[src/rtl/ioctl_sdram_arb.sv]
// Packs the data_io download byte stream into 16-bit SDRAM writes through a small FIFO.
// Core reads share the same SDRAM port. Download writes win whenever the arbiter is idle.
module ioctl_sdram_arb #(
  parameter int FIFO_DEPTH = 4,
  parameter bit BLOCK_RD   = 1'b1,
  parameter int AW         = 22
) (
  input  logic          clk_sys,
  input  logic          rst,
  input  logic          ioctl_download,
  input  logic          ioctl_wr,
  input  logic [24:0]   ioctl_addr,
  input  logic [7:0]    ioctl_dout,
  input  logic          rd_req,
  input  logic [AW-1:0] rd_addr,
  output logic          rd_ack,
  output logic          rd_valid,
  output logic [15:0]   rd_dout,
  output logic          sdram_req,
  output logic          sdram_we,
  output logic [AW-1:0] sdram_addr,
  output logic [15:0]   sdram_din,
  output logic [1:0]    sdram_dqm,
  input  logic          sdram_ack,
  input  logic          sdram_rdy,
  input  logic [15:0]   sdram_dout,
  output logic          dwnld_done,
  output logic          overflow
);
  localparam int PW = $clog2(FIFO_DEPTH);

  typedef struct packed {
    logic [AW-1:0] addr;
    logic [15:0]   data;
    logic [1:0]    dqm;
  } wr_ent_t;

  typedef enum logic [1:0] {IDLE, WR, RD, RDWAIT} state_t;

  state_t        state, state_n;
  logic          dl_q, dl_fall, dl_rise;
  logic          hold_vld, hold_vld_n;
  logic [AW-1:0] hold_addr, hold_addr_n;
  logic [7:0]    hold_byte, hold_byte_n;
  logic          pend_vld, pend_vld_n;
  wr_ent_t       pend_ent, pend_ent_n;
  logic          push;
  wr_ent_t       push_ent;
  logic [AW-1:0] wa;
  logic          unused_addr_hi;

  wr_ent_t       mem [FIFO_DEPTH];
  logic [PW:0]   wptr, rptr;
  logic          empty, full, pop, push_ok;
  wr_ent_t       head;
  logic [AW-1:0] rd_addr_q;
  logic          done_pend, done_fire;

  assign wa             = ioctl_addr[AW:1];
  assign unused_addr_hi = ^ioctl_addr[24:AW+1];
  assign dl_fall        = dl_q & ~ioctl_download;
  assign dl_rise        = ~dl_q & ioctl_download;

  // Packer: a mismatched odd byte needs two pushes; the second is parked in pend_ent for one cycle.
  always_comb begin
    push        = 1'b0;
    push_ent    = '0;
    hold_vld_n  = hold_vld;
    hold_addr_n = hold_addr;
    hold_byte_n = hold_byte;
    pend_vld_n  = 1'b0;
    pend_ent_n  = pend_ent;
    if (pend_vld) begin
      push     = 1'b1;
      push_ent = pend_ent;
    end else if (ioctl_wr) begin
      if (!ioctl_addr[0]) begin
        if (hold_vld) begin
          push     = 1'b1;
          push_ent = '{hold_addr, {8'h00, hold_byte}, 2'b10};
        end
        hold_vld_n  = 1'b1;
        hold_addr_n = wa;
        hold_byte_n = ioctl_dout;
      end else if (hold_vld && hold_addr == wa) begin
        push       = 1'b1;
        push_ent   = '{wa, {ioctl_dout, hold_byte}, 2'b00};
        hold_vld_n = 1'b0;
      end else begin
        push       = 1'b1;
        hold_vld_n = 1'b0;
        if (hold_vld) begin
          push_ent   = '{hold_addr, {8'h00, hold_byte}, 2'b10};
          pend_vld_n = 1'b1;
          pend_ent_n = '{wa, {ioctl_dout, 8'h00}, 2'b01};
        end else begin
          push_ent = '{wa, {ioctl_dout, 8'h00}, 2'b01};
        end
      end
    end else if (dl_fall && hold_vld) begin
      push       = 1'b1;
      push_ent   = '{hold_addr, {8'h00, hold_byte}, 2'b10};
      hold_vld_n = 1'b0;
    end
  end

  assign empty   = (wptr == rptr);
  assign full    = (wptr[PW] != rptr[PW]) && (wptr[PW-1:0] == rptr[PW-1:0]);
  assign pop     = (state == WR) && sdram_ack;
  assign push_ok = push && (!full || pop);
  assign head    = mem[rptr[PW-1:0]];

  always_ff @(posedge clk_sys) begin
    if (push_ok) mem[wptr[PW-1:0]] <= push_ent;
  end

  always_ff @(posedge clk_sys) begin
    if (rst) begin
      dl_q      <= 1'b0;
      hold_vld  <= 1'b0;
      hold_addr <= '0;
      hold_byte <= '0;
      pend_vld  <= 1'b0;
      pend_ent  <= '0;
      wptr      <= '0;
      rptr      <= '0;
      overflow  <= 1'b0;
    end else begin
      dl_q      <= ioctl_download;
      hold_vld  <= hold_vld_n;
      hold_addr <= hold_addr_n;
      hold_byte <= hold_byte_n;
      pend_vld  <= pend_vld_n;
      pend_ent  <= pend_ent_n;
      if (push_ok) wptr <= wptr + 1'b1;
      if (pop)     rptr <= rptr + 1'b1;
      if (push && !push_ok) overflow <= 1'b1;
    end
  end

  always_ff @(posedge clk_sys) begin
    if (rst) state <= IDLE;
    else     state <= state_n;
  end

  // A word being pushed this cycle already beats a read request at IDLE.
  always_comb begin
    state_n    = state;
    sdram_req  = 1'b0;
    sdram_we   = 1'b0;
    sdram_addr = '0;
    sdram_din  = '0;
    sdram_dqm  = '0;
    case (state)
      IDLE: begin
        if (!empty || push)
          state_n = WR;
        else if (rd_req && !(BLOCK_RD && ioctl_download))
          state_n = RD;
      end
      WR: begin
        sdram_req  = 1'b1;
        sdram_we   = 1'b1;
        sdram_addr = head.addr;
        sdram_din  = head.data;
        sdram_dqm  = head.dqm;
        if (sdram_ack) state_n = IDLE;
      end
      RD: begin
        sdram_req  = 1'b1;
        sdram_addr = rd_addr_q;
        if (sdram_ack) state_n = RDWAIT;
      end
      RDWAIT: begin
        if (sdram_rdy) state_n = IDLE;
      end
      default: state_n = IDLE;
    endcase
  end

  assign done_fire = done_pend && !ioctl_download && !hold_vld && !pend_vld &&
                     empty && !push && (state == IDLE);

  always_ff @(posedge clk_sys) begin
    if (rst) begin
      rd_addr_q  <= '0;
      rd_ack     <= 1'b0;
      rd_valid   <= 1'b0;
      rd_dout    <= '0;
      done_pend  <= 1'b0;
      dwnld_done <= 1'b0;
    end else begin
      if (state == IDLE && state_n == RD) rd_addr_q <= rd_addr;
      rd_ack   <= (state == RD) && sdram_ack;
      rd_valid <= (state == RDWAIT) && sdram_rdy;
      if (state == RDWAIT && sdram_rdy) rd_dout <= sdram_dout;
      if (dl_rise)        done_pend <= 1'b0;
      else if (dl_fall)   done_pend <= 1'b1;
      else if (done_fire) done_pend <= 1'b0;
      dwnld_done <= done_fire;
    end
  end
endmodule

[config.mk]
export PLATFORM = sky130hd
export DESIGN_NAME = ioctl_sdram_arb
export DESIGN_NICKNAME = d
export VERILOG_FILES = /design/src/rtl/ioctl_sdram_arb.sv
export SDC_FILE = /design/constraint.sdc
export NUM_CORES = 1
export LEC_CHECK = 0
export BUFFER_PORTS_ARGS = -buffer_cell sky130_fd_sc_hd__buf_2
export CORE_MARGIN = 5
export CORE_UTILIZATION = 63
export CTS_CLUSTER_DIAMETER = 50
export DETAILED_ROUTE_END_ITERATION = 8
export PLACE_DENSITY = 0.85
export SKIP_LAST_GASP = 1
export SLEW_MARGIN = 20
export SYNTH_ARGS = -nofsm -noshare
export SYNTH_HDL_FRONTEND = slang
export SYNTH_SLANG_ARGS = --single-unit
[constraint.sdc]
create_clock -name clk_sys -period 6.4 [get_ports clk_sys]
set_clock_uncertainty 0.2 [all_clocks]
set_input_delay 0.64 -clock clk_sys [delete_from_list [all_inputs] [get_ports clk_sys]]
set_output_delay 0.64 -clock clk_sys [all_outputs]
set_load 0.05 [all_outputs]
==> results.tsv <==
metric	value	unit
layout-drive-gt1-share	21.7	%
gp_congestion	0.818	
yosysSeqAreaShare	59.5	%
cpLargestDelayFamily	buffers and inverters	
initial_utilization	64.2	%
crit_path_cell_trace	buf_4, mux4_2, a22oi_1, nor2b_1, buf_2	
worst_pin_slew	0.978	ns
synth_top_family_by_area	simple AND/OR/NAND/NOR gates	
synth_seq_cells	277	
cts_root_buffer	clkbuf_16	
critPathMaxFanout	32	
grt_max_degree	89	
avgSynthCellArea	12.1	um2
drv_slew	0	
post-dp-hpwl	17600	um
nFillCells	1183	
critPathCaptureType	output port	
cts_tree	built	
hold_buffers	0	
core_area	18700	um2
die_w	148	um
synth_compound_area_share	10.2	%
synth_edf_count	160	
synth_simple_gate_area_share	13.9	%
r2r_slack	2.83	ns
cpPeakStageDelay	0.61	ns
via_count	8419	
viasPerCell	6.19	
seq_area	7150	um2
port_buffers	137	
drc_errors	0	
nets	1189	
ioPinCount	140	
power_leakage	5.04	nW
grt_usage	25.2	%
clk_path_buf_depth	3	
postCtsSetupRepairBufs	0	
wl_per_cell	20.9	um
synth.area.top_cells	edfxtp_1, dfxtp_1, mux4_2	
crit_required	5.56	ns
grt_antenna_before_repair	2	
min_period	3.66	ns
fmax	274	MHz
yosys_warnings	0	
syn2layout_area_growth	14.7	%
syn-cell-area	12000	um2
max_slew_margin	34.6	%
synth.area.mux_share	10.1	%
cts.sinks	277	
crit_arrival	2.82	ns
synthXorXnorAreaFrac	2.12	%
yosys.area.top_type	edfxtp_1	
placed_cell_area	12800	um2
clock_latency	0.53	ns
worst_setup_path_start_kind	register	
synth_top_area_share	40.0	%
cap_violations	0	
antenna_left	0	
yosysUniqueCellTypes	48	
multi_input_area	4480	um2
drt_iter0_drc	926	
hp-class	in2reg	
path_clk_slew	0.07	ns
setup_tns	0	ns
power_per_cell_area	352	nW/um2
dieArea	21900	um2
grt_pass1_vias	8205	
fin_area	13800	um2
syn_nets	1083	
routed_wl	28400	um
cpMaxStageDelayCell	buf_4	
syn-instance-count	996	
synthAdderAreaFrac	0.938	%
report.final.hold_viol_count	0	
path_class	reg2out	
grt_first_pass_wirelength	44000	um
yosysMostFrequentCell	edfxtp_1	
synthArstFlopShare	0	%
rsz0062_at_grt	false	
firstDrtPassIters	7	
die_y	148	um
timing.final.crit_share	57.1	%
finalSetupViolCount	0	
path_buf_inv	2	
ir_drop	0.245	mV
grt_overflow	0	
status	complete, no violations	
synth_flop_cell	edfxtp_1	
post_cts_resized	0	
num_rows	50	
cts_made_buffers	28	
htree_levels	1	
netlist_top_cells_count	edfxtp_1, nand2_1, dfxtp_1	
-- layer usage --
layer  track usage [%]  vias to the layer above  routed length, um
li1                  -                     3838                  -
met1              34.7                     4097              11500
met2              41.7                      429              13800
met3              4.20                       55               2410
met4              7.90                        0                664
met5                 0                        -                  0
-- metrics by stage --
step / hold slack, ns / setup WS (ns) / util, % / instances / total power, W
after floorplan: 0.232 / 2.95 / - / 996 / 0.00287
after global placement: 0.239 / 2.88 / 68.2 / 1306 / 0.00310
after detailed placement: 0.244 / 2.74 / 68.2 / 1306 / 0.00312
after CTS: 0.131 / 2.67 / 73.6 / 1358 / 0.00485
after global routing: 0.144 / 2.52 / 73.6 / 1360 / 0.00502
final: 0.141 / 2.74 / 73.6 / 1360 / 0.00485
-- cell families after synthesis --
| family | after synthesis |
|---|---|
| simple gates | 331 |
| flops | 277 |
| compound gates | 189 |
| buf+inv | 90 |
| mux | 71 |
| xor+xnor | 29 |
| fa+ha+maj | 9 |
-- cell type report --
| class | instances | share of cell area, % |
|---|---|---|
| clock inverters | 19 | 1.82 |
| diodes | 2 | 0.0363 |
| multi-input cells | 629 | 32.5 |
| clock buffers | 33 | 5.45 |
| well taps | 234 | 2.13 |
| flip-flops and latches | 277 | 51.9 |
| repair buffers | 151 | 5.76 |
| inverters | 15 | 0.409 |
-- worst paths after layout --
check,start,end,depth (start not counted)
worst max-delay path,register,sdram_addr[3],5
worst min-delay path,sdram_dout[8],rd_dout[8],3
worst max register to register,pend_vld,mem[1][5],5
worst min register to register,rd_dout[2],rd_dout[2],2
-- where the power goes --
part / switching [W] / internal, W
Combinational: 0.000740 / 0.000340
Sequential: 0.0000585 / 0.00196
Clock: 0.000666 / 0.00108
Total: 0.00146 / 0.00338
-- state kept, by name, indices dropped and copies added (netlist names), named ones only --
signal / cells
dl_q: 1
done_pend: 1
dwnld_done: 1
hold_addr: 22
hold_byte: 8
hold_vld: 1
mem: 160
overflow: 1
pend_ent: 31
pend_vld: 1
rd_ack: 1
rd_addr_q: 22
rd_dout: 16
rd_valid: 1
rptr: 3
state: 2
wptr: 3
-- tightest hold or removal path, cell delays in order --
cell and delay, ns:
buf_2 0.10, nand2_1 0.04, a21oi_1 0.05
-- cell usage in the layout (no fill, tap or decap), drive strengths merged, types with 2 or more instances in the layout --
cell and n:
edfxtp 160, buf 151, nand2 138, dfxtp 117, a21oi 75, nand2b 63, o21ai 41, mux4 40
clkbuf 33, mux2i 31, and2 31, nand3 28, nor2b 26, xor2 24, a22oi 22, and3 16
inv 16, a221o 15, nor2 14, o311ai 12, ha 9, a32o 8, clkinv 8, nor4 6
bufinv 6, xnor2 5, nand4 4, clkinvlp 4, diode 2, o211ai 2, nor3 2, o21bai 2
a21o 2
No activity file was read; power rests on OpenSTA's default activity.
